$ cat src/rtl/pong_frame_scheduler.sv
// pong_frame_scheduler
//   Once per video frame (on frameStrobe, during vertical blanking) steps a
//   short sequence that moves both paddles, advances the ball, resolves wall
//   and paddle collisions and keeps score. All arithmetic runs on shadow
//   registers; the published coordinates change only in the COMMIT cycle, so
//   the pixel renderer never sees a half-updated frame.
//
// Ports
//   pixelClock            in   pixel clock, all logic on rising edge
//   reset                 in   asynchronous, active-high
//   frameStrobe           in   one-cycle pulse at start of vertical blanking
//   btnLUp/btnLDn         in   left paddle command levels
//   btnRUp/btnRDn         in   right paddle command levels
//   serve                 in   one-cycle pulse, launches the ball
//   paddleLY/paddleRY     out  paddle top edges
//   ballX/ballY           out  ball top-left corner
//   scoreL/scoreR         out  scores 0..WIN_SCORE
//   running               out  ball in play
//   gameOver              out  a score reached WIN_SCORE (held until reset)
//   busy                  out  update sequence in progress
//   overrun               out  sticky; frameStrobe arrived while busy
module pong_frame_scheduler #(
  parameter int unsigned H_VISIBLE   = 1024,
  parameter int unsigned V_VISIBLE   = 768,
  parameter int unsigned BORDER      = 16,
  parameter int unsigned PADDLE_H    = 96,
  parameter int unsigned PADDLE_W    = 16,
  parameter int unsigned BALL_SIZE   = 16,
  parameter int unsigned PADDLE_XL   = 32,
  parameter int unsigned PADDLE_XR   = 976,
  parameter int unsigned PADDLE_STEP = 4,
  parameter int unsigned BALL_STEP   = 2,
  parameter int unsigned WIN_SCORE   = 9
) (
  input  logic       pixelClock,
  input  logic       reset,
  input  logic       frameStrobe,
  input  logic       btnLUp,
  input  logic       btnLDn,
  input  logic       btnRUp,
  input  logic       btnRDn,
  input  logic       serve,
  output logic [9:0] paddleLY,
  output logic [9:0] paddleRY,
  output logic [9:0] ballX,
  output logic [9:0] ballY,
  output logic [3:0] scoreL,
  output logic [3:0] scoreR,
  output logic       running,
  output logic       gameOver,
  output logic       busy,
  output logic       overrun
);

  // Positions (10-bit) and 11-bit constants for edge sums that must not wrap
  localparam logic [9:0]  PADDLE_Y0  = 10'((V_VISIBLE - PADDLE_H) / 2);
  localparam logic [9:0]  BALL_X0    = 10'((H_VISIBLE - BALL_SIZE) / 2);
  localparam logic [9:0]  BALL_Y0    = 10'((V_VISIBLE - BALL_SIZE) / 2);
  localparam logic [9:0]  BALL_Y_MIN = 10'(BORDER);
  localparam logic [9:0]  BALL_Y_MAX = 10'(V_VISIBLE - BORDER - BALL_SIZE);
  localparam logic [9:0]  HIT_XL     = 10'(PADDLE_XL + PADDLE_W);
  localparam logic [9:0]  HIT_XR_POS = 10'(PADDLE_XR - BALL_SIZE);
  localparam logic [9:0]  MISS_XL    = 10'(BORDER);
  localparam logic [9:0]  B_STEP     = 10'(BALL_STEP);
  localparam logic [10:0] PADDLE_MIN = 11'(BORDER);
  localparam logic [10:0] PADDLE_MAX = 11'(V_VISIBLE - BORDER - PADDLE_H);
  localparam logic [10:0] P_STEP     = 11'(PADDLE_STEP);
  localparam logic [10:0] BALL_W     = 11'(BALL_SIZE);
  localparam logic [10:0] PAD_H      = 11'(PADDLE_H);
  localparam logic [10:0] XR_EDGE    = 11'(PADDLE_XR);
  localparam logic [10:0] MISS_XR    = 11'(H_VISIBLE - BORDER);
  localparam logic [3:0]  WIN        = 4'(WIN_SCORE);

  typedef enum logic [2:0] {WAIT, PADDLES, BALL, WALLS, HITS, COMMIT} state_t;

  state_t state, stateNext;

  // Shadow (working) copies of the game state
  logic [9:0] shPaddleLY, shPaddleRY, shBallX, shBallY;
  logic [3:0] shScoreL, shScoreR;
  logic       shDx, shDy, shRunning, shGameOver;

  // Decoded control
  logic accept, commitEn, busyNext, overrunSet;

  // Datapath helpers
  logic [9:0]  plyNext, pryNext, bxMoved, byMoved;
  logic [10:0] bx11, by11, ply11, pry11, ballBottom, ballRight;
  logic        overlapL, overlapR, hitL, missL, hitR, missR;
  logic [3:0]  scoreLInc, scoreRInc;

  function automatic logic [9:0] movePaddle(input logic [9:0] y, input logic up,
                                            input logic dn);
    logic [10:0] t;
    t = {1'b0, y};
    if (up && !dn)
      t = (t < PADDLE_MIN + P_STEP) ? PADDLE_MIN : t - P_STEP;
    else if (dn && !up)
      t = (t + P_STEP > PADDLE_MAX) ? PADDLE_MAX : t + P_STEP;
    return t[9:0];
  endfunction

  // ---------------------------------------------------------------- state reg
  always_ff @(posedge pixelClock or posedge reset) begin
    if (reset) state <= WAIT;
    else       state <= stateNext;
  end

  // ---------------------------------------------------------------- next state
  always_comb begin
    stateNext = state;
    case (state)
      WAIT:    if (accept) stateNext = PADDLES;
      PADDLES: stateNext = BALL;
      BALL:    stateNext = WALLS;
      WALLS:   stateNext = HITS;
      HITS:    stateNext = COMMIT;
      COMMIT:  stateNext = WAIT;
      default: stateNext = WAIT;
    endcase
  end

  // ---------------------------------------------------------------- outputs
  // busy is registered: set on the accepting edge and held through the COMMIT
  // edge, so it drops one cycle after the sequence returns to WAIT. A strobe
  // in that tail cycle is still treated as an overrun.
  always_comb begin
    accept     = (state == WAIT) && frameStrobe && !busy;
    commitEn   = (state == COMMIT);
    busyNext   = accept || (state != WAIT);
    overrunSet = frameStrobe && busy;
  end

  // ---------------------------------------------------------------- datapath
  always_comb begin
    plyNext    = movePaddle(shPaddleLY, btnLUp, btnLDn);
    pryNext    = movePaddle(shPaddleRY, btnRUp, btnRDn);
    bxMoved    = shDx ? shBallX + B_STEP : shBallX - B_STEP;
    byMoved    = shDy ? shBallY + B_STEP : shBallY - B_STEP;
    bx11       = {1'b0, shBallX};
    by11       = {1'b0, shBallY};
    ply11      = {1'b0, shPaddleLY};
    pry11      = {1'b0, shPaddleRY};
    ballBottom = by11 + BALL_W;
    ballRight  = bx11 + BALL_W;
    overlapL   = (ballBottom > ply11) && (by11 < ply11 + PAD_H);
    overlapR   = (ballBottom > pry11) && (by11 < pry11 + PAD_H);
    // a hit takes priority over a miss on the same side
    hitL       = !shDx && (shBallX <= HIT_XL) && overlapL;
    missL      = !shDx && !hitL && (shBallX <= MISS_XL);
    hitR       = shDx && (ballRight >= XR_EDGE) && overlapR;
    missR      = shDx && !hitR && (ballRight >= MISS_XR);
    scoreLInc  = shScoreL + 4'd1;
    scoreRInc  = shScoreR + 4'd1;
  end

  always_ff @(posedge pixelClock or posedge reset) begin
    if (reset) begin
      shPaddleLY <= PADDLE_Y0;
      shPaddleRY <= PADDLE_Y0;
      shBallX    <= BALL_X0;
      shBallY    <= BALL_Y0;
      shScoreL   <= '0;
      shScoreR   <= '0;
      shDx       <= 1'b1;
      shDy       <= 1'b1;
      shRunning  <= 1'b0;
      shGameOver <= 1'b0;
    end else begin
      // serve may arrive in any state; the ball first moves in the next BALL
      if (serve && !shRunning && !shGameOver) shRunning <= 1'b1;
      case (state)
        PADDLES: begin
          shPaddleLY <= plyNext;
          shPaddleRY <= pryNext;
        end
        BALL: begin
          if (shRunning) begin
            shBallX <= bxMoved;
            shBallY <= byMoved;
          end else begin
            shBallX <= BALL_X0;
            shBallY <= BALL_Y0;
          end
        end
        WALLS: begin
          if (shBallY <= BALL_Y_MIN) begin
            shBallY <= BALL_Y_MIN;
            shDy    <= 1'b1;
          end else if (shBallY >= BALL_Y_MAX) begin
            shBallY <= BALL_Y_MAX;
            shDy    <= 1'b0;
          end
        end
        HITS: begin
          if (shRunning) begin
            if (hitL) begin
              shBallX <= HIT_XL;
              shDx    <= 1'b1;
            end else if (missL) begin
              shScoreR  <= scoreRInc;
              shRunning <= 1'b0;
              shBallX   <= BALL_X0;
              shBallY   <= BALL_Y0;
              shDx      <= 1'b1;
              if (scoreRInc == WIN) shGameOver <= 1'b1;
            end else if (hitR) begin
              shBallX <= HIT_XR_POS;
              shDx    <= 1'b0;
            end else if (missR) begin
              shScoreL  <= scoreLInc;
              shRunning <= 1'b0;
              shBallX   <= BALL_X0;
              shBallY   <= BALL_Y0;
              shDx      <= 1'b0;
              if (scoreLInc == WIN) shGameOver <= 1'b1;
            end
          end
        end
        default: ;
      endcase
    end
  end

  // ---------------------------------------------------------------- published state
  always_ff @(posedge pixelClock or posedge reset) begin
    if (reset) begin
      paddleLY <= PADDLE_Y0;
      paddleRY <= PADDLE_Y0;
      ballX    <= BALL_X0;
      ballY    <= BALL_Y0;
      scoreL   <= '0;
      scoreR   <= '0;
      running  <= 1'b0;
      gameOver <= 1'b0;
      busy     <= 1'b0;
      overrun  <= 1'b0;
    end else begin
      busy <= busyNext;
      if (overrunSet) overrun <= 1'b1;
      if (commitEn) begin
        paddleLY <= shPaddleLY;
        paddleRY <= shPaddleRY;
        ballX    <= shBallX;
        ballY    <= shBallY;
        scoreL   <= shScoreL;
        scoreR   <= shScoreR;
        running  <= shRunning;
        gameOver <= shGameOver;
      end
    end
  end

endmodule
$ cat config.mk
export PLATFORM = sky130hd
export DESIGN_NAME = pong_frame_scheduler
export DESIGN_NICKNAME = d
export VERILOG_FILES = /design/src/rtl/pong_frame_scheduler.sv
export SDC_FILE = /design/constraint.sdc
export NUM_CORES = 1
export LEC_CHECK = 0
export BUFFER_PORTS_ARGS = -buffer_cell sky130_fd_sc_hd__buf_2
export CAP_MARGIN = 20
export CELL_PAD_IN_SITES_DETAIL_PLACEMENT = 1
export CELL_PAD_IN_SITES_GLOBAL_PLACEMENT = 1
export CORE_UTILIZATION = 30
export DETAILED_ROUTE_END_ITERATION = 10
export MAX_ROUTING_LAYER = met4
export PLACE_DENSITY = 0.64
export SLEW_MARGIN = 20
export SYNTH_ARGS = -nofsm -noshare
export SYNTH_HDL_FRONTEND = slang
export SYNTH_SLANG_ARGS = --single-unit
$ cat constraint.sdc
create_clock -name pixelClock -period 3.04 [get_ports pixelClock]
set_input_delay 0.304 -clock pixelClock [delete_from_list [all_inputs] [get_ports pixelClock]]
set_output_delay 0.304 -clock pixelClock [all_outputs]
set_load 0.02 [all_outputs]
==> results.sh <==
export IMPL_critPathCaptureType="flip-flop"
export IMPL_busiest_layer="met2"
export IMPL_fin_ws_ns=-0.133
export IMPL_wl_um=19700
export IMPL_final_cell_mix="buf_4 (80), o21ai_0 (74), nand2_1 (72)"
export IMPL_tns_ns=-1.26
export IMPL_clk_pin_slew_ns=0.08
export IMPL_core_area_mm2=0.0218
export IMPL_layout_nets=927
export IMPL_crit_path_end="shBallX[9]"
export IMPL_syn_inst=736
export IMPL_die_w_um=151
export IMPL_h_tree_depth=3
export IMPL_syn2layout_area_growth_pct=25.0
export IMPL_grt_pass1_vias=6301
export IMPL_wire_per_inst_um=17.3
export IMPL_placed_cell_area_mm2=0.00773
export IMPL_path_class="reg2reg"
export IMPL_gp_congestion=0.827
export IMPL_skew_ns=0.00985
export IMPL_final_util_pct=38.2
export IMPL_use_met1_pct=23.4
export IMPL_ys_seq_elements=95
export IMPL_clk_latency_ns=0.37
export IMPL_diodes=0
export IMPL_fin_crit_sh_pct=104
export IMPL_final_common_cell="buf_4"
export IMPL_worstReg2RegEnd="shBallX[9]"
export IMPL_synth_cell_types=78
export IMPL_clock_sinks=95
export IMPL_grt_pass1_wl_um=32600
export IMPL_synth_edf_count=0
export IMPL_setup_viol=21
export IMPL_holdWs_ns=0.00227
export IMPL_fin_total_pwr_mw=10.0
export IMPL_drv_slew=0
export IMPL_vias=5849
export IMPL_antenna_found_initial=0
export IMPL_finalCriticalPeriod_ns=3.17
export IMPL_ant_nets=0
export IMPL_numCtsBuffers=9
export IMPL_yosysWarnings=0
export IMPL_grtUsageTotal_pct=19.0
export IMPL_fmax_mhz=315
export IMPL_via_per_inst=5.14
export IMPL_die_area_mm2=0.0228
export IMPL_reg2regPathDepth=12
export IMPL_reg2reg_from="shBallY[5]"
export IMPL_grtUsageMet3_pct=2.35
export IMPL_fin_area_mm2=0.00833
export IMPL_grt_max_degree=50
export IMPL_rows=54
export IMPL_min_path_type="in2async"
export IMPL_clockRootBuffer="clkbuf_16"
export IMPL_cp_startpoint="shBallY[5]"
export IMPL_start_util_pct=30.5
export IMPL_syn_avg_cell_area_um2=9.05
export IMPL_rsz0062_at_grt="yes"
export IMPL_route_detailed_drc=0
export IMPL_cts_tree="yes"
export IMPL_hpwl_um=14700
export IMPL_critical_path_max_fanout=8
export IMPL_met2_usage_pct=32.2
export IMPL_violations="setup timing"
export IMPL_synth_flop_cell="dfrtp_1"
export IMPL_hold_buffers=0
export IMPL_slew_limit_headroom_pct=57.9
export IMPL_worst_slew_pin_slew_ns=0.629
export IMPL_cp_data_required_time_ns=3.29
export IMPL_grt_overflow=0
export IMPL_arrival_ns=3.43
export IMPL_drive_gt1_share_pct=30.9
export IMPL_hold_viol_final=0
export IMPL_p_per_area_mw_per_mm2=1200
export IMPL_dr_pass1_iters=4
export IMPL_startpoint_type="flip-flop"
export IMPL_vdd_drop_max_v=0.000504
export IMPL_timing_max_cap_violations=0
export IMPL_status="complete, but fails checks"
export IMPL_ff2ff_setup_slack_ns=-0.13
export IMPL_port_buffers=53
export IMPL_p_leak_nw=3.74
export IMPL_drtIter0Drc=266
export IMPL_dieHeight_um=151
export IMPL_syn_area_mm2=0.00666
export IMPL_async_flop_share_pct=100
export IMPL_clock_path_buffers=2
export IMPL_ios=60
export IMPL_yosysSeqAreaShare_pct=36.3
## registers in the layout (all words and copies together), names as in the netlist, 8 cells and up
register	count
shPaddleRY	8
ballX	9
shPaddleLY	8
paddleRY	8
paddleLY	8
shBallY	9
shBallX	9
ballY	9
## through the flow
| stage | std cells | setup WS (ns) |
|---|---|---|
| after floorplan | 741 | -0.00978 |
| after global placement | 1114 | -0.158 |
| after detailed placement | 1114 | -0.240 |
| after CTS | 1136 | -0.0421 |
| after global routing | 1137 | -0.199 |
| final | 1137 | -0.133 |
## power by group
part / total (mW) / switching (mW) / internal, mW
Clock: 1.24 / 0.569 / 0.670
Sequential: 2.37 / 0.468 / 1.90
Combinational: 6.42 / 3.57 / 2.84
## repair_timing
| item | CTS | global route |
|---|---|---|
| gates resized for setup | 27 | 22 |
| pin swaps | 7 | 8 |
| setup endpoints to repair | 22 | 28 |
| buffers inserted | 6 | 1 |
## worst min-delay path by stage
stage	endpoint	startpoint	slack, ns
5_1_grt	shPaddleLY[7]	reset	0.06
6_report	shPaddleLY[7]	reset	0.002
4_1_cts	shPaddleLY[7]	reset	0.04
2_1_floorplan	overrun	frameStrobe	0.42
3_5_place_dp	shPaddleLY[7]	reset	0.43
3_3_place_gp	shPaddleLY[7]	reset	0.42
## cell usage after synthesis, drive strengths merged (7+ instances only)
| library cell | number | area share, % |
|---|---|---|
| clkbuf | 22 | 1.6 |
| nor2 | 38 | 2.1 |
| a21o | 16 | 1.8 |
| nand4 | 10 | 0.94 |
| a211oi | 8 | 0.98 |
| xnor2 | 25 | 3.3 |
| mux2 | 18 | 3.3 |
| a31oi | 11 | 1.0 |
| a21oi | 36 | 2.7 |
| nand3 | 27 | 2.0 |
| dfrtp | 59 | 22 |
| o21ai | 79 | 5.9 |
| buf | 17 | 1.9 |
| nor3 | 21 | 1.6 |
| dfstp | 36 | 14 |
| xor2 | 10 | 1.3 |
| ha | 65 | 12 |
| nand2 | 75 | 4.2 |
| and3 | 7 | 0.81 |
| inv | 48 | 2.7 |
## critical path, stage by stage, from the launching register on
cell and delay, ns:
dfstp_2 0.60, ha_4 0.17, nand3_4 0.08, xnor2_2 0.15, ha_1 0.31, nand3_2 0.10
or3_4 0.36, o311ai_4 0.28, a211oi_4 0.08, a21boi_4 0.24, a31oi_4 0.13, a21o_4 0.26
a221o_1 0.31
## kinds of logic (layout without fill, tap and decap cells)
kind of cell / Yosys count / count (layout) / synth area share [%]
simple gates: 215 / 215 / 15.7
compound gates: 206 / 206 / 19.8
flops: 95 / 95 / 36.4
buf+inv: 93 / 209 / 6.46
fa+ha+maj: 67 / 67 / 12.8
xor+xnor: 35 / 35 / 4.60
mux: 24 / 24 / 4.22
other cells: 1 / 6 / 0.0563
## layout make-up
class | count | area (um^2)
clock buffers | 11 | 243
clock inverters | 5 | 63.8
fillers | 2548 | 13500
inverters | 54 | 208
multi-input cells | 553 | 4110
flip-flops and latches | 95 | 2420
well taps | 280 | 350
repair buffers | 139 | 933
## per-layer routing
metal | vias to the layer above | share of wire [%]
li1 | 2855 | -
met3 | 25 | 2.0
met5 | - | 0
met1 | 2904 | 46
met2 | 65 | 50
met4 | 0 | 1.7
Note: power is estimated with default switching activity, not from simulation.
